--- src/rtl/regfile_write_arbiter.sv ---
// regfile_write_arbiter: single write-port arbiter in front of a register file.
// Pipeline writeback always wins; a debug/loader port takes the leftover slots
// through a valid/ready handshake. A starvation counter raises stall_req so the
// pipeline can yield a slot to debug.
// Optional feature macro: RF_CLEAR_EN -- when defined, every reset is followed
// by a one-shot sweep that zeroes x1..x31 before normal arbitration starts.
module regfile_write_arbiter #(
  parameter int unsigned STARVE_LIMIT = 4
) (
  input  logic        clk,
  input  logic        rst,
  input  logic        wb_we,
  input  logic [4:0]  wb_addr,
  input  logic [31:0] wb_data,
  input  logic        dbg_valid,
  input  logic [4:0]  dbg_addr,
  input  logic [31:0] dbg_data,
  output logic        dbg_ready,
  output logic        rf_we,
  output logic [4:0]  rf_a3,
  output logic [31:0] rf_wd3,
  output logic        busy,
  output logic        stall_req
);

  localparam logic [3:0] LIM = 4'(STARVE_LIMIT);

  logic        w_sweep;      // clear sweep owns the write port this cycle
  logic [4:0]  w_sweep_idx;  // register being zeroed by the sweep
  logic        w_wb_hit;
  logic        w_hs;
  logic        w_we_nxt;
  logic [4:0]  w_a3_nxt;
  logic [31:0] w_wd_nxt;
  logic [3:0]  r_cnt;
  logic [3:0]  w_cnt_nxt;
  logic        r_stall;
  logic        r_we;
  logic [4:0]  r_a3;
  logic [31:0] r_wd;

`ifdef RF_CLEAR_EN
  typedef enum logic {S_CLEAR, S_RUN} state_t;

  state_t     r_state, w_state_nxt;
  logic [4:0] r_idx, w_idx_nxt;

  // Sweep state register; reset always restarts the sweep at x1.
  always_ff @(posedge clk or posedge rst) begin
    if (rst) begin
      r_state <= S_CLEAR;
      r_idx   <= 5'd1;
    end else begin
      r_state <= w_state_nxt;
      r_idx   <= w_idx_nxt;
    end
  end

  // Sweep advances one register per cycle and leaves for RUN after x31;
  // the index holds at 31 afterwards so the sweep never wraps.
  always_comb begin
    w_state_nxt = r_state;
    w_idx_nxt   = r_idx;
    if (r_state == S_CLEAR) begin
      if (r_idx == 5'd31) w_state_nxt = S_RUN;
      else                w_idx_nxt   = r_idx + 5'd1;
    end
  end

  assign w_sweep     = (r_state == S_CLEAR);
  assign w_sweep_idx = r_idx;
`else
  assign w_sweep     = 1'b0;
  assign w_sweep_idx = 5'd0;
`endif

  // A writeback to x0 is a no-op and must not steal the slot from debug.
  assign w_wb_hit  = wb_we && (wb_addr != 5'd0);
  assign dbg_ready = dbg_valid && !w_wb_hit && !w_sweep;
  assign w_hs      = dbg_valid && dbg_ready;

  // Next write-port value: sweep, then writeback, then debug; otherwise the
  // strobe drops and address/data hold.
  always_comb begin
    w_we_nxt = 1'b0;
    w_a3_nxt = r_a3;
    w_wd_nxt = r_wd;
    if (w_sweep) begin
      w_we_nxt = 1'b1;
      w_a3_nxt = w_sweep_idx;
      w_wd_nxt = 32'd0;
    end else if (w_wb_hit) begin
      w_we_nxt = 1'b1;
      w_a3_nxt = wb_addr;
      w_wd_nxt = wb_data;
    end else if (w_hs && (dbg_addr != 5'd0)) begin
      w_we_nxt = 1'b1;
      w_a3_nxt = dbg_addr;
      w_wd_nxt = dbg_data;
    end
  end

  // Starvation counter: counts denied debug cycles, saturates at the limit.
  always_comb begin
    w_cnt_nxt = r_cnt;
    if (!dbg_valid || dbg_ready) w_cnt_nxt = 4'd0;
    else if (r_cnt != LIM)       w_cnt_nxt = r_cnt + 4'd1;
  end

  // Registered write port, counter and stall request. The stall sets once the
  // counter sits at the limit and debug is still being denied, and drops on
  // the edge after a handshake or after debug withdraws.
  always_ff @(posedge clk or posedge rst) begin
    if (rst) begin
      r_we    <= 1'b0;
      r_a3    <= 5'd0;
      r_wd    <= 32'd0;
      r_cnt   <= 4'd0;
      r_stall <= 1'b0;
    end else begin
      r_we    <= w_we_nxt;
      r_a3    <= w_a3_nxt;
      r_wd    <= w_wd_nxt;
      r_cnt   <= w_cnt_nxt;
      r_stall <= (r_cnt == LIM) && dbg_valid && !dbg_ready;
    end
  end

  assign rf_we     = r_we;
  assign rf_a3     = r_a3;
  assign rf_wd3    = r_wd;
  assign stall_req = r_stall;
  assign busy      = w_sweep;

endmodule

--- config.mk ---
export PLATFORM = sky130hd
export DESIGN_NAME = regfile_write_arbiter
export DESIGN_NICKNAME = d
export VERILOG_FILES = /design/src/rtl/regfile_write_arbiter.sv
export SDC_FILE = /design/constraint.sdc
export NUM_CORES = 1
export LEC_CHECK = 0
export CORE_MARGIN = 10
export CORE_UTILIZATION = 35
export DETAILED_ROUTE_END_ITERATION = 10
export MAX_ROUTING_LAYER = met4
export PLACE_DENSITY = 0.74
export SLEW_MARGIN = 20
export SYNTH_ARGS = -nofsm -noshare
export SYNTH_HDL_FRONTEND = slang
export SYNTH_SLANG_ARGS = --single-unit
--- constraint.sdc ---
create_clock -name clk -period 4.63 [get_ports clk]
set_input_delay 0.6945 -clock clk [delete_from_list [all_inputs] [get_ports clk]]
set_output_delay 0.6945 -clock clk [all_outputs]
set_load 0.01 [all_outputs]
After elaboration in Yosys (flattened, before gate mapping):

Cells that the tools add are included.

* logic and storage cells: 30
* register bits after elaboration: 43
* input bits: 78

* equality and inequality tests: 2
* reductions and logical operators: 14
* add/subtract/negate cells: 1
* muxes and demuxes: 8

Operators with widths (count)
* 32-bit 2-to-1 mux: 2
* 5-bit 2-to-1 mux: 2
* 5-bit nonzero test: 2
* 4-bit 2-to-1 mux: 2
* 1-bit logical AND: 6
* 4-bit by 1-bit adder with 4-bit output (second input constant): 1
* 4-bit by 3-bit equality test with 1-bit output (second input constant): 1
* 4-bit by 3-bit inequality test with 1-bit output (second input constant): 1
* 2-bit nonzero test: 2
* 1-bit zero test: 3
* 1-bit 2-to-1 mux: 2
* 1-bit logical OR: 1

Logic depth before layout (Yosys ltp):

Gate-level depths: netlist of the first run.

* depth in word-level cells: 8
* gate-level depth with buffers: 6
* depth with buffers taken out: 6

Worst setup path after synthesis of the first run:

OpenSTA, ideal clock, no wires.

* path kind: input to output
* from: in wb_addr[3]
* to: out dbg_ready
* stages: 4
* setup slack: 2.096 ns
* required time: 3.936 ns
* path buffers: 1
* arrival time: 1.840 ns
* path through: or4_1 -> o21ai_2 -> buf_2 -> and2_1

* word-level cells in the longest chain between the ends: 4

RTL lines
* start: declaration: line 13 `input logic [4:0] wb_addr,`
* 5-bit nonzero test: line 78 `assign w_wb_hit = wb_we && (wb_addr != 5'd0);`
* 1-bit logical AND: line 78
* 1-bit zero test: line 79 `assign dbg_ready = dbg_valid && !w_wb_hit && !w_sweep;`
* 1-bit logical AND: line 79
* end: declaration: line 18 `output logic dbg_ready,`

No other way between the ends.

Worst setup path after layout of the first run:

Ends and elaborated chain as after synthesis.

==> results.md, run 1 <==
* Outcome: finished, final reports clean
* Share of cells above drive strength 1 at approximately an eighth
* Hold depth at 2
* CP endpoint kind: primary output
* Nets@finish at between 300 and 400
* Worst Skew at 0.3143 ps
* Chip width at 98.67 um
* Root Buffer Master: clkbuf_8
* Comb pwr share at between 20% and 30%
* Design Power at just over 0.001 W
* NetSw at about 0.00026 W
* Antenna violations before repair at 0
* Hold buffers post-CTS at 0
* Synth Area in Compound Gates at ~16%
* P_int at between 0.0007 and 0.0008 W
* Main synth FF type: dfrtp_1
* Core area at 5956 um^2
* CP Buf/Inv Count at 2
* Critical path class: in -> out
* Unrepaired setup endpoints after global routing: false
* Clock buffer depth at 2
* DR iter-0 viols at 20
* Hold path endpoint: rf_a3[3]
* Syn avg cell area at 11.11 um^2
* Final clock period utilization by the worst path at 70.27%
* Worst vdd ir at roughly 0.15 mV
* Post-DP HPWL at 4.737 mm
* Starting density of the core at between 30 and 40%
* GRT Overall Usage at 12.99%
* Clk sinks at 43
* Fin crit period at roughly 3300 ps
* Die footprint at approximately 10000 um^2
* Total CTS buffers at 5
* Cells after Synth at just under 200
* Multiplexer share of the synthesized area at between 10% and 20%
* Final ANT Viol Nets at 0
* Area growth syn-to-layout at 60.02%
* Seq/Total Area, Yosys at between 40% and 50%
* WP data required at roughly 4000 ps
* CP top delay family: buffers and inverters
* I/O pin total at ~120
* Setup_tns at 0 ps
* Netlist cell types at 27
* RePlAce Congestion at between 0.7 and 0.8
* XOR/XNOR Fraction of Synth Area at 0.8088%
* Post-Syn Nets at between 200 and 300
* Die Span Y at 98.67 um
* Most frequent cell on the critical path: clkdlybuf4s50_1
* Worst EP arrival at roughly 2600 ps
* Port buffer count at about 120
* Max Fclk at 307.4 MHz
* Mapped Area at between 2000 and 2500 um^2
* Flops & latches, synth at 43
* Synth Warn # at 0
* Fill cells at 528
* Simple-gate share of the synthesized area at 10.46%
* Clk pwr share at 33.4%
* Startpoint Class: primary input
* Global-route wire length before repair at roughly 10 mm
* Most instantiated cells after synthesis: nor2_1, dfrtp_1, mux2i_1, a21oi_2, a21oi_1
* Register area at 1076 um^2
* Pwr dens at approximately 300 nW/um^2
* Detailed Routing Iterations Pass 1 at 4
* Sequential share of power at between 40% and 50%
* RR Startpoint: r_cnt[0]
* Largest net degree at the start of global routing at 70
* Final Hold Fails at 0
* Ys async rst share at 100.0%
* CTS tree: yes
* Worst-case reg-to-reg path depth at 6
* Largest family of logic cells by synthesized area: compound AO/OA/AOI/OAI gates
* Synth area leaders: dfrtp_1, mux2i_1, a21oi_2
* Worst min-delay path category: reg -> reg
* H-tree Lvls at 2
* Worst hold slack at between 500 and 600 ps
* Critical path origin: wb_addr[3]
* Max cap viols at 0
* Rows at 28
* Total number of vias at ~1800
* Slowest Stage Delay on Critical Path at 610 ps
* Sw frac at between 20% and 30%
* Slowest CP cell: or4_1
* Slew headroom at between 40% and 50%
* Cell taking the most area after synthesis: dfrtp_1
* Final wirelength at 6.226 mm
* Max Slew Vio Count at 0
* Worst Hold Launch: rf_a3[3]
* GRT Residual Overflow at 0
* Post-synth EDFFs at 0
* Vias in the first global route at ~2000
* DRC at 0
* Worst path cell trace: clkdlybuf4s50_1 > or4_1 > o21ai_4 > and2_1 > clkdlybuf4s50_1
* Post-CTS setup buffers at 0
* Worst-path maximum fanout at 2
* N_diodes at 0
* Adder-cell area share of the yosys netlist at 1.155%
* DR WL/cell at 16.21 um
* Leak Pwr at 1.439 nW
* R2R setup slack at around 3400 ps
* Multi-input logic area at between 900 and 1000 um^2
* Slew @ Worst Pin at 895.5 ps
* Via density at ~4.7
* Final Setup Violations at 0
* Post-CTS sizing at 0
* Most frequent cell after synthesis: nor2_1
* Skew-Pair Late Insertion Delay at 290 ps
* Reg2reg end: r_cnt[1]
* Reg clk slew, reported paths at about 80 ps
* Top cell type's share of synthesized area at about 50%
[final cells by class]
cell class | instances | area share, %
timing repair buffer | 119 | 34.58
sequential | 43 | 31.05
multi-input combinational | 136 | 27.40
tap | 75 | 2.708
clock buffer | 5 | 1.986
clock inverter | 3 | 1.949
inverter | 3 | 0.3249
[routing by layer]
metal	vias to the layer above	share of wire [%]	GRT usage, %
li1	891	-	-
met1	855	44	15.50
met2	69	48	20.32
met3	6	6.6	4.679
met4	0	0.98	3.418
met5	-	0	-
[flip-flops by register name (all words and copies together) (netlist names)]
register   cells
rf_a3          5
stall_req      1
rf_wd3        32
r_cnt          4
rf_we          1
[worst max-delay path by stage]
stage | endpoint | slack [ps] | cells past startpoint
2_1_floorplan | dbg_ready | 2100 | 4
3_3_place_gp | dbg_ready | 1380 | 5
3_5_place_dp | dbg_ready | 1380 | 5
4_1_cts | dbg_ready | 1380 | 5
5_1_grt | dbg_ready | 1310 | 5
6_report | dbg_ready | 1380 | 5
[cells in the final DEF (no fill, tap or decap), drive strengths merged]
cell type	n
clkdlybuf4s50	117
nor2	45
dfrtp	43
a21oi	35
mux2i	32
clkbuf	5
nand2	4
a221oi	4
o21ai	3
inv	3
xnor2	2
ha	2
bufinv	2
or4	2
buf	2
o21a	1
a22oi	1
nand3b	1
and2	1
nand3	1
nor3	1
conb	1
clkinvlp	1
[worst register-to-register path, delay by kind of cell, from the launching register on]
kind | cells | cell delay [ps]
and+or+nand+nor | 3 | 350
buffers and inverters | 1 | 60
adders and majority gates | 1 | 210
DFF | 1 | 410
AOI/OAI and AO/OA | 1 | 130
[cell families after synthesis]
kind of cell	Yosys count
flops	43
other cells	1
simple gates	55
xor+xnor	2
compound gates	44
buf+inv	16
fa+ha+maj	2
mux	32
[power groups by stage]
| stage | Sequential, W | Clock (W) | Combinational, W |
|---|---|---|---|
| floorplan | 0.000450 | 0 | 0.000102 |
| finish | 0.000427 | 0.000346 | 0.000263 |
| detailed placement | 0.000435 | 0 | 0.000267 |
| global placement | 0.000433 | 0 | 0.000265 |
| CTS | 0.000428 | 0.000360 | 0.000268 |
| global route | 0.000433 | 0.000374 | 0.000285 |
[stage by stage]
stage	setup WS, ps	std cells	area [um^2]	util (%)
final	1377	384	3466	58.19
after CTS	1376	384	3466	58.19
after floorplan	2096	195	2166	-
after detailed placement	1378	376	3329	55.90
after global routing	1312	384	3466	58.19
after global placement	1383	376	3329	55.90
Note: power is estimated with default switching activity, not from simulation.
==> inputs of run 2 (changes only) <==
PLACE_DENSITY = 0.77   (was 0.74)
clock period = 2.9 ns   (was 4.63 ns; I/O delays follow)
==> run 2 against run 1 <==
  * Die area did not move
  * First-iteration DRC count increased to 2.6 times the previous value
  * Sequential share of layout area about the same
  * Sequential cell count is the same
  * Critical path type unchanged
  * Cell count increased by 0.52%
  * Routed wire length down 1.2%
  * Non-clock buffer count grew 2
  * Register-to-register slack worse by 1700 ps
  * Critical path depth did not move
==> results.md, run 2 (synthesized netlist as in run 1, its figures left out) <==
* Outcome: finished, final reports clean
* Finished Cell Area at between 3000 and 4000 um^2
* Reg clk slew, reported paths at approximately 80 ps
* Met2 Track Usage GR at a little over a fifth
* Layer with the highest usage: met2
* Via density at around 4.8
* Rows at 28
* Global Route met3 Usage at 4.260%
* Post-DP HPWL at around 4.9 mm
* Placed standard-cell area at approximately 3300 um^2
* CP Buf/Inv Count at 2
* Fill cells at 540
* Chip width at a little under 100 um
* Vias in the first global route at 1939
* Worst hold slack at 461.1 ps
* Setup_tns at 0 ps
* Critical path class: in -> out
* Worst vdd ir at about 0.21 mV
* Port buffer count at between 100 and 150
* Die footprint at roughly 9700 um^2
* Final Setup Violations at 0
* Nets@finish at 390
* Final wirelength at 6.150 mm
* Slew headroom at between 40% and 50%
* Starting density of the core at 36.37%
* Clock buffer depth at 2
* Final ANT Viol Nets at 0
* Global-route wire length before repair at between 9 and 10 mm
* Area growth syn-to-layout at 59.85%
* Unrepaired setup endpoints after global routing: false
* Most frequent cell on the critical path: clkdlybuf4s50_1
* DRC at 0
* N_diodes at 0
* Startpoint Class: primary input
* Hold buffers post-CTS at 0
* Worst EP arrival at around 2300 ps
* CP endpoint kind: primary output
* Share of cells above drive strength 1 at roughly an eighth
* Placed insts at between 300 and 400
* Skew-Pair Late Insertion Delay at just under 300 ps
* Worst min-delay path category: in -> async
* Worst path cell trace: clkdlybuf4s50_1 > or4_1 > o21ai_4 > and2_1 > clkdlybuf4s50_1
* Total number of vias at about 1800
* Post-CTS setup buffers at 0
* Worst Skew at about 1.0 ps
* RePlAce Congestion at between 0.8 and 0.9
* Total CTS buffers at 5
* H-tree Lvls at 2
* Fin crit period at ~2700 ps
* I/O pin total at approximately 120
* CTS tree: yes
* Final Instance Count excl. Fillers at between 300 and 400
* Pwr dens at approximately 460 nW/um^2
* Antenna violations before repair at 0
* GRT Residual Overflow at 0
* Slowest Stage Delay on Critical Path at 590 ps
* Core area at a little under 6000 um^2
* Detailed Routing Iterations Pass 1 at 4
* Largest net degree at the start of global routing at 70
* Leak Pwr at ~1.4 nW
* Worst-path maximum fanout at 2
* Slew @ Worst Pin at 811.1 ps
* WP data required at ~2500 ps
* Slowest CP cell: or4_1
* Final Hold Fails at 0
* Commonest cells after routing, fill and taps aside: clkdlybuf4s50_1, nor2_1, dfrtp_1
* Die Span Y at 98.67 um
* Max Fclk at ~370 MHz
* Most common cell after layout, fill and taps aside: clkdlybuf4s50_1
* DR iter-0 viols at between 50 and 60
* Final clock period utilization by the worst path at slightly above 90%
* GRT Overall Usage at 12.70%
* Register area at between 1000 and 1500 um^2
* Max Slew Vio Count at 0
* Largest register FFs at 32
* Post-CTS sizing at 0
* Root Buffer Master: clkbuf_8
* DR WL/cell at between 15 and 20 um
* Multi-input logic area at around 950 um^2
* Clk sinks at 43
* Max cap viols at 0
* GRT met1 Usage at 14.83%
* CP top delay family: buffers and inverters
run 2: cell count changes in the layout (fill, tap and decap cells not counted):
cell / before / now
buf_4: 1 / 3
bufinv_16: 2 / 1
clkbuf_8: 5 / 6
clkinv_2: 0 / 1
clkinvlp_4: 1 / 0
run 2: area by class of cell:
type | count | share of cell area [%]
repair buffers | 121 | 35.06
multi-input cells | 136 | 27.43
clock buffers | 6 | 2.385
inverters | 3 | 0.3253
flip-flops and latches | 43 | 31.08
clock inverters | 2 | 1.012
well taps | 75 | 2.711
run 2: metrics by stage:
step	util [%]	power, W	setup slack, ps
detailed placement	56.16	0.001123	210.3
global route	58.13	0.001669	171.0
finish	58.13	0.001582	215.3
CTS	58.13	0.001608	209.7
floorplan	-	0.0008818	884.9
global placement	56.16	0.001114	224.5
run 2: power breakdown:
group	total (W)	internal, W	switching (W)
Sequential	0.000682	0.000654	0.0000285
Combinational	0.000421	0.000251	0.000170
Clock	0.000479	0.000279	0.000200
run 2: layer usage:
metal | share of wire, % | up-vias | routed length (um)
met3 | 5.6 | 4 | 347
li1 | - | 895 | -
met1 | 45 | 867 | 2747
met2 | 49 | 73 | 3023
met5 | 0 | - | 0
met4 | 0.50 | 0 | 31
run 2: path summary, 6_finish.rpt:
check	depth (start not counted)	to	start	slack, ps
min	2	rf_wd3[15]	rst	460
min in group clk	2	r_cnt[3]	r_cnt[3]	550
min reg2reg	2	r_cnt[3]	r_cnt[3]	550
max in group asynchronous	3	rf_we	rst	1770
max reg2reg	6	r_cnt[1]	r_cnt[0]	1660
max	5	dbg_ready	wb_addr[3]	220
